$ cat src/rtl/mesi_isc_snoop_pkg.sv
// rtl/mesi_isc_snoop_pkg.sv - coherence-bus command codes and snoop agent FSM states
package mesi_isc_snoop_pkg;

  localparam int CBUS_CMD_NOP      = 0;
  localparam int CBUS_CMD_WR_SNOOP = 1;
  localparam int CBUS_CMD_RD_SNOOP = 2;
  localparam int CBUS_CMD_EN_WR    = 3;
  localparam int CBUS_CMD_EN_RD    = 4;

  typedef enum logic [1:0] {
    ST_IDLE     = 2'd0,
    ST_ACK      = 2'd1,
    ST_WAIT_NOP = 2'd2
  } snoop_state_t;

endpackage

$ cat src/rtl/mesi_isc_cbus_snoop_agent_if.sv
// rtl/mesi_isc_cbus_snoop_agent_if.sv - cbus command and cache snoop signals of one agent
interface mesi_isc_cbus_snoop_agent_if #(
  parameter int CBUS_CMD_WIDTH     = 3,
  parameter int ADDR_WIDTH         = 32,
  parameter int SNP_FIFO_SIZE_LOG2 = 2
);
  logic [CBUS_CMD_WIDTH-1:0]   cbus_cmd_i;
  logic [ADDR_WIDTH-1:0]       cbus_addr_i;
  logic                        cbus_ack_o;
  logic                        snp_valid_o;
  logic [CBUS_CMD_WIDTH-1:0]   snp_cmd_o;
  logic [ADDR_WIDTH-1:0]       snp_addr_o;
  logic                        snp_ready_i;
  logic [SNP_FIFO_SIZE_LOG2:0] snp_count_o;
  logic                        snp_drop_o;

  // slave: the snoop agent; master: controller plus cache driving it
  modport slave (
    input  cbus_cmd_i, cbus_addr_i, snp_ready_i,
    output cbus_ack_o, snp_valid_o, snp_cmd_o, snp_addr_o, snp_count_o, snp_drop_o
  );

  modport master (
    output cbus_cmd_i, cbus_addr_i, snp_ready_i,
    input  cbus_ack_o, snp_valid_o, snp_cmd_o, snp_addr_o, snp_count_o, snp_drop_o
  );
endinterface

$ cat src/rtl/mesi_isc_basic_fifo.sv
// rtl/mesi_isc_basic_fifo.sv - small show-ahead FIFO with same-cycle push/pop into a full buffer
module mesi_isc_basic_fifo #(
  parameter int DATA_WIDTH     = 35,
  parameter int FIFO_SIZE      = 4,
  parameter int FIFO_SIZE_LOG2 = 2
) (
  input  logic                      clk,
  input  logic                      rst,
  input  logic                      push,
  input  logic [DATA_WIDTH-1:0]     push_data,
  input  logic                      pop,
  output logic [DATA_WIDTH-1:0]     head_data,
  output logic [FIFO_SIZE_LOG2:0]   count,
  output logic                      empty,
  output logic                      full
);

  logic [DATA_WIDTH-1:0]     mem [FIFO_SIZE];
  logic [FIFO_SIZE_LOG2-1:0] wr_ptr;
  logic [FIFO_SIZE_LOG2-1:0] rd_ptr;
  logic [FIFO_SIZE_LOG2:0]   count_q;
  logic                      do_push;
  logic                      do_pop;

  assign empty   = (count_q == '0);
  assign full    = (count_q == (FIFO_SIZE_LOG2+1)'(FIFO_SIZE));
  assign do_pop  = pop && !empty;
  assign do_push = push && (!full || do_pop);

  always_ff @(posedge clk or posedge rst) begin
    if (rst) begin
      wr_ptr  <= '0;
      rd_ptr  <= '0;
      count_q <= '0;
    end else begin
      if (do_push) wr_ptr <= wr_ptr + 1'b1;
      if (do_pop)  rd_ptr <= rd_ptr + 1'b1;
      if (do_push && !do_pop)      count_q <= count_q + 1'b1;
      else if (do_pop && !do_push) count_q <= count_q - 1'b1;
    end
  end

  always_ff @(posedge clk) begin
    if (do_push) mem[wr_ptr] <= push_data;
  end

  // Head reads as zero while empty so stale entries never leak after reset
  assign head_data = empty ? '0 : mem[rd_ptr];
  assign count     = count_q;

endmodule

$ cat src/rtl/mesi_isc_cbus_snoop_agent.sv
// rtl/mesi_isc_cbus_snoop_agent.sv - per-CPU cbus endpoint: ack handshake FSM and snoop buffer
module mesi_isc_cbus_snoop_agent
  import mesi_isc_snoop_pkg::*;
#(
  parameter int CBUS_CMD_WIDTH     = 3,
  parameter int ADDR_WIDTH         = 32,
  parameter int SNP_FIFO_SIZE      = 4,
  parameter int SNP_FIFO_SIZE_LOG2 = 2
) (
  input  logic                       clk,
  input  logic                       rst,
  mesi_isc_cbus_snoop_agent_if.slave bus
);

  localparam int ENTRY_WIDTH = CBUS_CMD_WIDTH + ADDR_WIDTH;

  snoop_state_t               state;
  snoop_state_t               state_next;
  logic                       fifo_push;
  logic                       fifo_pop;
  logic                       fifo_empty;
  logic                       fifo_full;
  logic                       drop_set;
  logic                       drop_q;
  logic                       cmd_nop;
  logic                       cmd_legal;
  logic [ENTRY_WIDTH-1:0]     head_data;
  logic [SNP_FIFO_SIZE_LOG2:0] fifo_count;

  assign cmd_nop   = (bus.cbus_cmd_i == CBUS_CMD_WIDTH'(CBUS_CMD_NOP));
  assign cmd_legal = (bus.cbus_cmd_i <= CBUS_CMD_WIDTH'(CBUS_CMD_EN_RD));
  assign fifo_pop  = !fifo_empty && bus.snp_ready_i;

  always_ff @(posedge clk or posedge rst) begin
    if (rst) state <= ST_IDLE;
    else     state <= state_next;
  end

  always_comb begin
    state_next = state;
    fifo_push  = 1'b0;
    drop_set   = 1'b0;
    case (state)
      ST_IDLE: begin
        if (!cmd_nop) begin
          if (!cmd_legal) begin
            // Illegal codes are still acked so the controller cannot deadlock
            drop_set   = 1'b1;
            state_next = ST_ACK;
          end else if (!fifo_full || fifo_pop) begin
            fifo_push  = 1'b1;
            state_next = ST_ACK;
          end
        end
      end
      ST_ACK:      state_next = cmd_nop ? ST_IDLE : ST_WAIT_NOP;
      ST_WAIT_NOP: if (cmd_nop) state_next = ST_IDLE;
      default:     state_next = ST_IDLE;
    endcase
  end

  always_ff @(posedge clk or posedge rst) begin
    if (rst)           drop_q <= 1'b0;
    else if (drop_set) drop_q <= 1'b1;
  end

  mesi_isc_basic_fifo #(
    .DATA_WIDTH     (ENTRY_WIDTH),
    .FIFO_SIZE      (SNP_FIFO_SIZE),
    .FIFO_SIZE_LOG2 (SNP_FIFO_SIZE_LOG2)
  ) u_snp_fifo (
    .clk       (clk),
    .rst       (rst),
    .push      (fifo_push),
    .push_data ({bus.cbus_cmd_i, bus.cbus_addr_i}),
    .pop       (fifo_pop),
    .head_data (head_data),
    .count     (fifo_count),
    .empty     (fifo_empty),
    .full      (fifo_full)
  );

  assign bus.cbus_ack_o  = (state == ST_ACK);
  assign bus.snp_valid_o = !fifo_empty;
  assign bus.snp_cmd_o   = head_data[ENTRY_WIDTH-1:ADDR_WIDTH];
  assign bus.snp_addr_o  = head_data[ADDR_WIDTH-1:0];
  assign bus.snp_count_o = fifo_count;
  assign bus.snp_drop_o  = drop_q;

endmodule

$ cat src/flat_wrapper.sv
// flat-port wrapper written by rule: the top's interface ports become plain ports
module mesi_isc_cbus_snoop_agent_flat import mesi_isc_snoop_pkg::*;
#(
  parameter int CBUS_CMD_WIDTH     = 3,
  parameter int ADDR_WIDTH         = 32,
  parameter int SNP_FIFO_SIZE      = 4,
  parameter int SNP_FIFO_SIZE_LOG2 = 2
)
  (clk, rst, bus_cbus_cmd_i, bus_cbus_addr_i, bus_snp_ready_i, bus_cbus_ack_o, bus_snp_valid_o, bus_snp_cmd_o, bus_snp_addr_o, bus_snp_count_o, bus_snp_drop_o);
  mesi_isc_cbus_snoop_agent_if #(.CBUS_CMD_WIDTH(CBUS_CMD_WIDTH), .ADDR_WIDTH(ADDR_WIDTH), .SNP_FIFO_SIZE_LOG2(SNP_FIFO_SIZE_LOG2)) bus_i ();
  input  logic clk;
  input  logic rst;
  input wire logic [$bits(bus_i.cbus_cmd_i)-1:0] bus_cbus_cmd_i;
  input wire logic [$bits(bus_i.cbus_addr_i)-1:0] bus_cbus_addr_i;
  input wire logic [$bits(bus_i.snp_ready_i)-1:0] bus_snp_ready_i;
  output wire logic [$bits(bus_i.cbus_ack_o)-1:0] bus_cbus_ack_o;
  output wire logic [$bits(bus_i.snp_valid_o)-1:0] bus_snp_valid_o;
  output wire logic [$bits(bus_i.snp_cmd_o)-1:0] bus_snp_cmd_o;
  output wire logic [$bits(bus_i.snp_addr_o)-1:0] bus_snp_addr_o;
  output wire logic [$bits(bus_i.snp_count_o)-1:0] bus_snp_count_o;
  output wire logic [$bits(bus_i.snp_drop_o)-1:0] bus_snp_drop_o;
  assign bus_i.cbus_cmd_i = bus_cbus_cmd_i;
  assign bus_i.cbus_addr_i = bus_cbus_addr_i;
  assign bus_i.snp_ready_i = bus_snp_ready_i;
  assign bus_cbus_ack_o = bus_i.cbus_ack_o;
  assign bus_snp_valid_o = bus_i.snp_valid_o;
  assign bus_snp_cmd_o = bus_i.snp_cmd_o;
  assign bus_snp_addr_o = bus_i.snp_addr_o;
  assign bus_snp_count_o = bus_i.snp_count_o;
  assign bus_snp_drop_o = bus_i.snp_drop_o;
  mesi_isc_cbus_snoop_agent #(.CBUS_CMD_WIDTH(CBUS_CMD_WIDTH), .ADDR_WIDTH(ADDR_WIDTH), .SNP_FIFO_SIZE(SNP_FIFO_SIZE), .SNP_FIFO_SIZE_LOG2(SNP_FIFO_SIZE_LOG2)) u_core (.clk(clk), .rst(rst), .bus(bus_i));
endmodule
$ cat config.mk
export PLATFORM = sky130hd
export DESIGN_NAME = mesi_isc_cbus_snoop_agent_flat
export DESIGN_NICKNAME = d
export VERILOG_FILES = /design/src/rtl/mesi_isc_snoop_pkg.sv /design/src/rtl/mesi_isc_cbus_snoop_agent_if.sv /design/src/rtl/mesi_isc_basic_fifo.sv /design/src/rtl/mesi_isc_cbus_snoop_agent.sv /design/src/flat_wrapper.sv
export SDC_FILE = /design/constraint.sdc
export NUM_CORES = 1
export LEC_CHECK = 0
export CORE_MARGIN = 4
export CORE_UTILIZATION = 35
export CTS_BUF_LIST = sky130_fd_sc_hd__clkbuf_2 sky130_fd_sc_hd__clkbuf_4 sky130_fd_sc_hd__clkbuf_8
export CTS_CLUSTER_SIZE = 12
export DETAILED_ROUTE_END_ITERATION = 10
export DONT_BUFFER_PORTS = 1
export SLEW_MARGIN = 10
export SYNTH_ARGS = -nofsm -noshare
export SYNTH_HDL_FRONTEND = slang
export SYNTH_SLANG_ARGS = --single-unit
$ cat constraint.sdc
create_clock -name clk -period 4 [get_ports clk]
set_clock_uncertainty 0.1 [all_clocks]
set_input_delay 0.2 -clock clk [delete_from_list [all_inputs] [get_ports clk]]
set_output_delay 0.2 -clock clk [all_outputs]
set_load 0.05 [all_outputs]
Word level (Yosys, flattened, before mapping)
Memory sizes are Yosys's and may differ from the RTL's.
Index checks and enable logic that the tools add are counted.
{"block": "classes", "n_addsub": 4, "order_cmp": 1, "n_eq_ne": 6, "n_mux": 18, "n_reduce_logical": 16}
{"op": "2-to-1 mux 35 bit", "n": 1}
{"op": "2-to-1 mux 2 bit", "n": 5}
{"op": "2-to-1 mux 1 bit", "n": 9}
{"op": "logical NOT 3 bit", "n": 2}
{"op": "2-to-1 mux 3 bit", "n": 2}
{"op": "case mux 2 bit (3 select lines)", "n": 1}
{"op": "logical AND 1 bit", "n": 5}
{"op": "adder 2 x 1 -> 2 bit, second input constant", "n": 2}
{"op": "logical NOT 1 bit", "n": 4}
{"op": "adder 3 x 1 -> 3 bit, second input constant", "n": 1}
{"op": "== test 3 bit, second input constant", "n": 1}
{"op": "less-or-equal comparator 3 bit, second input constant", "n": 1}
{"op": "!= test 3 bit, second input constant", "n": 1}
{"op": "AND reduction 3 bit", "n": 1}
{"op": "subtractor 3 x 1 -> 3 bit, second input constant", "n": 1}
{"op": "== test 2 x 1 -> 1 bit, second input constant", "n": 1}
{"op": "== test 2 bit, second input constant", "n": 1}
{"op": "logical NOT 2 bit", "n": 1}
{"op": "logical OR 1 bit", "n": 2}
{"op": "!= test 2 x 1 -> 1 bit, second input constant", "n": 1}
{"op": "!= test 2 bit, second input constant", "n": 1}
{"op": "nonzero test 2 bit", "n": 1}
{"block": "totals", "ff_bits": 10, "ram_bits": 140, "input_bits": 38, "word_cells": 51, "n_memories": 1}
{"name": "u_core.u_snp_fifo.mem", "words": 4, "width": 35, "rd": 1, "rd_clocked_by_memory_dff": 0, "wr": 1, "line_no": "mesi_isc_basic_fifo.sv:18", "text": "logic [DATA_WIDTH-1:0] mem [FIFO_SIZE];"}

Logic depth before layout (Yosys ltp)
Gate-level depths: netlist (run 1).
{"block": "depth", "ltp_word": 13, "depth_mapped": 9, "mapped_depth_nobuf": 8}

Hierarchy
From an unflattened synthesis (run 1), not the netlist that was laid out.
{"block": "unflattened", "hier_cells": 279, "area_unflattened_um2": 5948.2}
{"module": "mesi_isc_basic_fifo", "instances": 1, "cells_per_inst": 259, "area_per_inst_um2": 5766.8, "seq_area_each_um2": 4379.2}
{"module": "mesi_isc_cbus_snoop_agent", "instances": 1, "cells_per_inst": 20, "area_per_inst_um2": 181.4, "seq_area_each_um2": 75.1}

Least setup slack after synthesis (run 1)
OpenSTA, ideal clock, no wires.
{"block": "synth_timing", "path_kind": "register to register", "from": "register u_core.u_snp_fifo.count_q[0] (netlist: u_core.u_snp_fifo.count[0])", "to": "register u_core.u_snp_fifo.count_q[1] (netlist: u_core.u_snp_fifo.count[1])", "setup_ns": 0.125, "t_arrival_ns": 2.448, "slack_ns": 1.327, "stages_incl_launch_ff": 8, "n_path_buf": 1, "cell_sequence": "dfrtp_1 or4b_4 and4b_1 buf_6 ha_1 inv_1 fa_1 mux2_2"}
{"block": "synth_between", "elab_chain_cells": 12, "elab_cells_between_ends": 22}
{"element": "from (decl)", "line_no": "mesi_isc_basic_fifo.sv:21", "text": "logic [FIFO_SIZE_LOG2:0] count_q;"}
{"element": "from (signal assigned)", "line_no": "mesi_isc_basic_fifo.sv:38", "text": "if (do_push && !do_pop) count_q <= count_q + 1'b1;"}
{"element": "from (signal assigned)", "line_no": "mesi_isc_basic_fifo.sv:39", "text": "else if (do_pop && !do_push) count_q <= count_q - 1'b1;"}
{"element": "logical NOT 3 bit", "line_no": "mesi_isc_basic_fifo.sv:25", "text": "assign empty = (count_q == '0);"}
{"element": "logical NOT 1 bit", "line_no": "mesi_isc_basic_fifo.sv:27, mesi_isc_cbus_snoop_agent.sv:32"}
{"element": "logical AND 1 bit", "line_no": "mesi_isc_cbus_snoop_agent.sv:32", "text": "assign fifo_pop = !fifo_empty && bus.snp_ready_i;"}
{"element": "logical OR 1 bit", "line_no": "mesi_isc_cbus_snoop_agent.sv:50", "text": "end else if (!fifo_full || fifo_pop) begin"}
{"element": "2-to-1 mux 1 bit", "line_no": "mesi_isc_cbus_snoop_agent.sv:50"}
{"element": "2-to-1 mux 1 bit", "line_no": "mesi_isc_cbus_snoop_agent.sv:46", "text": "if (!cmd_legal) begin"}
{"element": "2-to-1 mux 1 bit", "line_no": "mesi_isc_cbus_snoop_agent.sv:45", "text": "if (!cmd_nop) begin"}
{"element": "2-to-1 mux 1 bit", "line_no": "mesi_isc_cbus_snoop_agent.sv:43", "text": "case (state)"}
{"element": "logical AND 1 bit (*)", "line_no": "mesi_isc_basic_fifo.sv:28", "text": "assign do_push = push && (!full || do_pop);"}
{"element": "via u_core.u_snp_fifo.do_push", "line_no": "mesi_isc_basic_fifo.sv:22", "text": "logic do_push;"}
{"element": "logical NOT 1 bit", "line_no": "mesi_isc_basic_fifo.sv:39"}
{"element": "logical AND 1 bit", "line_no": "mesi_isc_basic_fifo.sv:39"}
{"element": "nonzero test 2 bit (no source line)"}
Mark *: on every way through the listed nets, which the timed path passes. The rest lies on a longest branch. The select of a mux whose other input is x is not followed.
A chain may end at the register's enable or synchronous reset.

Worst setup path in the final report (run 1)
{"block": "layout_timing", "from": "register u_core.u_snp_fifo.count_q[0] (netlist: u_core.u_snp_fifo.count[0])", "to": "register u_core.u_snp_fifo.count_q[1] (netlist: u_core.u_snp_fifo.count[1])"}
{"block": "layout_between", "elab_chain_cells": 12, "elab_cells_between_ends": 22}
{"element": "logical NOT 3 bit", "line_no": "mesi_isc_basic_fifo.sv:25"}
{"element": "logical NOT 1 bit", "line_no": "mesi_isc_basic_fifo.sv:27, mesi_isc_cbus_snoop_agent.sv:32"}
{"element": "logical AND 1 bit", "line_no": "mesi_isc_cbus_snoop_agent.sv:32"}
{"element": "logical OR 1 bit", "line_no": "mesi_isc_cbus_snoop_agent.sv:50"}
{"element": "2-to-1 mux 1 bit", "line_no": "mesi_isc_cbus_snoop_agent.sv:50"}
{"element": "2-to-1 mux 1 bit", "line_no": "mesi_isc_cbus_snoop_agent.sv:46"}
{"element": "2-to-1 mux 1 bit", "line_no": "mesi_isc_cbus_snoop_agent.sv:45"}
{"element": "2-to-1 mux 1 bit", "line_no": "mesi_isc_cbus_snoop_agent.sv:43"}
{"element": "logical AND 1 bit", "line_no": "mesi_isc_basic_fifo.sv:28"}
{"element": "logical NOT 1 bit", "line_no": "mesi_isc_basic_fifo.sv:39"}
{"element": "logical AND 1 bit", "line_no": "mesi_isc_basic_fifo.sv:39"}
{"element": "nonzero test 2 bit (no source line)"}
Parallel ways exist; a longest one is shown, timed or not. The select of a mux whose other input is x is not followed.

==> results of run 1 <==
==> what timing repair did <==
| action | 4_1_cts | 5_1_grt |
|---|---|---|
| hold endpoints to repair | 155 | 0 |
| resized for setup | 0 | 0 |
| hold buffers | 37 | 0 |
==> final cells by class <==
class / count / area (µm²) / share of cell area [%]
repair buffers: 40 / 393 / 5.76
well taps: 216 / 270 / 3.96
clock buffers: 19 / 249 / 3.65
clock inverters: 12 / 136 / 2.00
multi-input cells: 105 / 1310 / 19.1
inverters: 4 / 15.0 / 0.220
flip-flops and latches: 150 / 4460 / 65.3
==> worst min-delay path by stage <==
stage	startpoint	to	slack, ns
after global placement	rst	u_core.u_snp_fifo.count[0]$_DFFE_PP0P_	-0.009
after floorplan	rst	u_core.bus.snp_drop_o$_DFFE_PP0P_	-0.06
after global routing	bus_snp_ready_i	u_core.state[0]$_DFFE_PP0P_	0.06
after detailed placement	rst	u_core.u_snp_fifo.count[1]$_DFFE_PP0P_	0.004
final	bus_snp_ready_i	u_core.state[0]$_DFFE_PP0P_	0.05
after CTS	bus_snp_ready_i	u_core.state[0]$_DFFE_PP0P_	0.02
==> synthesized netlist by cell type (all sizes together) (2+ instances only) <==
cell | count | area share [%]
and2 | 39 | 4.3
buf | 7 | 0.73
clkbuf | 6 | 0.39
dfrtp | 10 | 4.3
edfxtp | 140 | 72
ha | 5 | 1.1
inv | 4 | 0.26
mux2 | 2 | 0.45
mux4 | 35 | 13
nand2 | 2 | 0.13
nor2 | 3 | 0.19
o21ai | 2 | 0.17
xnor2 | 5 | 0.75
xor2 | 2 | 0.30
==> metrics by stage <==
| stage | hold slack (ns) | area, µm² |
|---|---|---|
| 6_report | 0.0518 | 6830 |
| 5_1_grt | 0.0601 | 6830 |
| 4_1_cts | 0.0159 | 6830 |
| 3_5_place_dp | 0.00427 | 6070 |
| 3_3_place_gp | -0.00877 | 6070 |
| 2_1_floorplan | -0.0598 | 5840 |
==> logic make-up after synthesis <==
kind of cell	count (synthesis)	share of synthesized area (%)
buffers and inverters	17	1.37
XOR/XNOR	7	1.05
adder cells (fa/ha/maj)	6	1.41
multiplexers	37	13.9
AO/OA/AOI/OAI	4	0.450
flip-flops	150	76.3
AND/OR/NAND/NOR	51	5.51
==> state kept, by name (all words and copies together) (netlist names) <==
| register | cells |
|---|---|
| u_core.u_snp_fifo.wr_ptr | 2 |
| u_core.u_snp_fifo.count | 3 |
| u_core.bus.snp_drop_o | 1 |
| u_core.u_snp_fifo.rd_ptr | 2 |
| u_core.u_snp_fifo.mem | 140 |
| u_core.state | 2 |
==> per-layer routing <==
layer,routed length (µm),vias up,global-route usage [%],share of wire (%)
met1,4830,1339,16.7,45
met2,5130,67,18.6,48
met3,688,12,5.33,6.4
met5,0,-,0,0
met4,122,0,3.55,1.1
li1,-,1172,-,-
==> power by group through the flow <==
stage,Clock (mW),Combinational (mW),Sequential [mW]
floorplan,0,1.97,2.13
global placement,0,2.13,2.26
detailed placement,0,2.15,2.28
CTS,1.17,2.19,2.24
global route,1.25,2.28,2.27
finish,1.13,2.14,2.23
==> worst register-to-register path, stage by stage (launching register included) <==
cell and delay (ns):
dfrtp_1 0.62, or4b_4 0.64, and4b_1 0.30, ha_1 0.27, inv_1 0.08, fa_1 0.41, mux2_2 0.27
==> run_results.csv, run 1 <==
group,metric,value,unit
clocking,clk_latency,0.44,ns
floorplanning,core-area,16100,µm²
final_layout,layout.nets,362,
power,total_power,5.50,mW
yosys,ys_ff_latch,150,
placed_design,place_congestion,0.708,
floorplanning,die_h,137,µm
routing,detail-route-antenna-nets,0,
routing,vias,2590,
yosys,syn_nets,316,
yosys,async_flop_share,6.67,%
final_layout,area_growth,16.9,%
final_layout,final_cell_mix,"140 x edfxtp_1, 37 x dlygate4sd3_1, 35 x mux4_2, 35 x and2_1, 17 x clkbuf_8",
yosys,yosys.cell_types.count,29,
setup_path,crit_type,"register to register",
setup_path,cp-endpoint,"u_core.u_snp_fifo.count[1]$_DFFE_PP0P_",
timing,finalWorstSetupSlack,1.21,ns
final_layout,fillCellCount,1414,
global_routing,grt_max_degree,38,
status,status,"complete, no violations",
routing,vias_per_cell,4.74,
power,switching_share,41.4,%
routing,drc,0,
setup_path,startpoint,"u_core.u_snp_fifo.count[0]$_DFFE_PP0P_",
clocking,cts_tree,"built",
floorplanning,rows,46,
setup_path,critPathTopFamily,"simple AND/OR/NAND/NOR gates",
global_routing,grt_use_total,12.4,%
setup_path,cp_slowest_stage_delay,0.64,ns
yosys,ys_warn_count,0,
power,combinationalPowerShare,38.9,%
setup_path,rrSetupSlack,1.21,ns
timing,rsz0062_at_grt,"false",
setup_path,crit_path_start_kind,"register",
final_layout,layout_commonest_cell,"edfxtp_1",
power,p_clk_share,20.5,%
floorplanning,io_pins,79,
clocking,cts.clk_slew.worst_paths,0.08,ns
power,p_per_area,805,nW/µm²
final_layout,drive_above_1_share,23.0,%
final_layout,stdcell_count,546,
routing,drt-total-wl,10.8,mm
power,seqPwrFrac,40.6,%
timing,timing.fmax,358,MHz
setup_path,cp_cell_sequence,"or4b_4 > and4b_1 > ha_1 > inv_1 > fa_1 > mux2_2",
timing,final-setup-viol-count,0,
setup_path,crit_cells,6,
floorplanning,initial_core_util,36.2,%
timing,worst_slew_pin_slew,0.967,ns
setup_path,path_max_fanout,7,
final_layout,n_antenna_cell,0,
clocking,clockBufferDepth,2,
clocking,numClockSinks,150,
placed_design,place_ws,1.21,ns
routing,drt-pass1-iter-count,4,
timing,finalSetupTns,0,ns
clocking,htreeDepth,4,
setup_path,r2r-end,"u_core.u_snp_fifo.count[1]$_DFFE_PP0P_",
routing,drt_iter0_drc,123,
floorplanning,die_w,137,µm
setup_path,cp_slowest_cell,"or4b_4",
clocking,post-cts-setup-buffers,0,
floorplanning,dieArea,18800,µm²
power,p_leak,2.19,nW
setup_path,worstPathArrival,3.02,ns
routing,detail_route.wl_per_cell,19.7,µm
yosys,yosysSeqAreaShare,76.3,%
setup_path,critPathBufInv,1,
clocking,clock-root-buffer,"clkbuf_8",
power,ir_drop,422,µV
yosys,synth-edff-count,140,
worst_hold_path,hp-class,"input pin to register",
setup_path,endpoint_kind,"register",
worst_hold_path,whs_path_depth,3,
yosys,syn_inst,272,
global_routing,grt_pass1_vias,2941,
power,p_switching,2.27,mW
placed_design,place_hpwl,6.46,mm
setup_path,r2r_start,"u_core.u_snp_fifo.count[0]$_DFFE_PP0P_",
timing,min_period,2.79,ns
timing,max_slew_margin,35.4,%
yosys,synthFlopType,"edfxtp_1",
final_layout,postLayoutCoreUtil,42.4,%
placed_design,io_buffers,0,
global_routing,antenna_found_initial,0,
placed_design,place_inst,478,
flow_run,cap_violations,0,
yosys,synth_area,5840,µm²
timing,finalMaxSlewViolations,0,
global_routing,grt_pass1_wl,17.1,mm
power,internal-power,3.22,mW
setup_path,reg2reg_depth,6,
clocking,numCtsBuffers,17,
setup_path,critPathRequiredTime,4.23,ns
yosys,syn_area_per_cell,21.5,µm²
timing,fin_crit_sh,69.8,%
global_routing,grt.overflow.total,0,
timing,hold_violations,0,
(Power assumes the default switching activity.)
==> run 2, diff against run 1 <==
Clock period 4 ns to 2.55 ns, I/O delays scaled along.
==> run_results.csv, run 2 (synthesis results as in run 1) <==
group,metric,value,unit
routing,vias,2690,
clocking,htreeDepth,4,
floorplanning,initial_core_util,36.2,%
final_layout,n_antenna_cell,0,
timing,rsz0062_at_grt,"false",
floorplanning,die_h,137,µm
clocking,numCtsBuffers,17,
timing,finalMaxSlewViolations,0,
setup_path,path_max_fanout,11,
timing,max_slew_margin,64.1,%
clocking,post-cts-setup-buffers,0,
power,total_power,8.79,mW
final_layout,layout.nets,380,
routing,drc,0,
final_layout,multi_input_area,1310,µm²
timing,fin_crit_sh,93.7,%
floorplanning,io_pins,79,
final_layout,drive_above_1_share,27.3,%
global_routing,grt_max_degree,38,
global_routing,grt_use_total,12.4,%
worst_hold_path,whs_path_depth,4,
clocking,clock-root-buffer,"clkbuf_8",
final_layout,stdcell_count,564,
flow_run,cap_violations,0,
global_routing,antenna_found_initial,0,
floorplanning,dieArea,18800,µm²
placed_design,place_congestion,0.762,
timing,hold_ws,0.132,ns
timing,worst_slew_pin_slew,0.542,ns
placed_design,place_inst,494,
floorplanning,die_w,137,µm
timing,min_period,2.39,ns
setup_path,critPathBufInv,1,
worst_hold_path,hp-start,"bus_cbus_cmd_i[2]",
clocking,cts_tree,"built",
final_layout,area_growth,19.6,%
status,status,"complete, no violations",
routing,detail_route.wl_per_cell,19.4,µm
final_layout,seq_area,4460,µm²
final_layout,largest_register_ffs,140,
clocking,numClockSinks,150,
timing,final-setup-viol-count,0,
final_layout,final_cell_mix,"140 x edfxtp_1, 39 x dlygate4sd3_1, 35 x mux4_2, 35 x and2_1, 18 x buf_4",
setup_path,cp_slowest_cell,"dfrtp_4",
global_routing,grt_pass1_wl,16.9,mm
setup_path,critPathRequiredTime,2.32,ns
setup_path,crit_cells,3,
timing,timing.fmax,419,MHz
setup_path,startpoint,"u_core.u_snp_fifo.rd_ptr[0]$_DFFE_PP0N_",
power,p_leak,2.29,nW
setup_path,r2r_start,"u_core.u_snp_fifo.count[1]$_DFFE_PP0P_",
clocking,cts.clk_slew.worst_paths,0.07,ns
routing,drt-total-wl,10.9,mm
routing,drt_iter0_drc,118,
setup_path,endpoint_kind,"output pin",
routing,detail-route-antenna-nets,0,
setup_path,reg2reg_depth,6,
clocking,clockBufferDepth,2,
final_layout,layout_commonest_cell,"edfxtp_1",
floorplanning,core-area,16100,µm²
global_routing,grt_pass1_vias,2958,
setup_path,critPathTopFamily,"flip-flops",
final_layout,largest_register,"u_core.u_snp_fifo.mem",
global_routing,grt.overflow.total,0,
worst_hold_path,hp-class,"input pin to register",
timing,finalSetupTns,0,ns
setup_path,cp_slowest_stage_delay,0.58,ns
setup_path,crit_path_start_kind,"register",
floorplanning,rows,46,
routing,vias_per_cell,4.77,
setup_path,crit_type,"register to output pin",
power,p_per_area,1260,nW/µm²
power,ir_drop,1060,µV
clocking,clk_latency,0.43,ns
placed_design,io_buffers,0,
setup_path,worstPathArrival,2.16,ns
placed_design,place_hpwl,6.61,mm
final_layout,fillCellCount,1453,
routing,drt-pass1-iter-count,4,
setup_path,cp_cell_sequence,"buf_4 > mux4_2 > and2_1",
timing,hold_violations,0,
==> run 2: changes by cell type in the layout (fill, tap and decap cells not counted), sizes merged <==
cell         change
buf             +16
clkinvlp         -2
dlygate4sd3      +2
clkinv           +1
inv              +1
==> run 2: final timing paths <==
check,endpoint,slack (ns)
setup / recovery,bus_snp_addr_o[9],0.16
hold / removal,u_core.u_snp_fifo.wr_ptr[0]$_DFFE_PP0P_,0.13
setup reg to reg,u_core.u_snp_fifo.count[1]$_DFFE_PP0P_,0.18
hold reg to reg,u_core.u_snp_fifo.count[1]$_DFFE_PP0P_,0.46
max in group asynchronous,u_core.u_snp_fifo.rd_ptr[0]$_DFFE_PP0N_,0.82
min in group asynchronous,u_core.u_snp_fifo.count[0]$_DFFE_PP0P_,0.47
==> run 2: what timing repair did <==
action / CTS / global route
gates resized for setup: 1 / 0
endpoints found under the hold margin: 156 / 0
setup endpoints to repair: 5 / 0
hold buffers: 39 / 0
==> run 2: metal layers <==
layer | global-route usage (%) | vias to the layer above | routed length, µm
li1 | - | 1208 | -
met1 | 15.7 | 1406 | 4760
met2 | 19.5 | 64 | 5360
met3 | 4.67 | 12 | 675
met4 | 4.66 | 0 | 138
met5 | 0 | - | 0
==> run 2: area by class of cell <==
type / count / area share, %
timing repair buffer: 58 / 7.81
tap: 216 / 3.87
clock buffer: 19 / 3.57
multi-input combinational: 105 / 18.7
sequential: 150 / 63.9
inverter: 4 / 0.215
clock inverter: 12 / 1.93
==> run 2: worst min-delay path, cell delays in order <==
cell     delay (ns)
o21ai_0        0.05
and4b_1        0.22
buf_4          0.16
xnor2_1        0.07
==> run 2: through the flow <==
stage          area (µm²)  setup slack [ns]  util, %
3_3_place_gp         6210             0.246     38.5
2_1_floorplan        5840            0.0158        -
5_1_grt              6980           0.00638     43.3
4_1_cts              6980            0.0647     43.3
3_5_place_dp         6210             0.208     38.5
6_report             6980             0.161     43.3
==> run 2: where the power goes <==
group	switching, mW	internal [mW]
Sequential	0.160	3.12
Combinational	2.62	1.10
Clock	0.818	0.966
Total	3.59	5.19
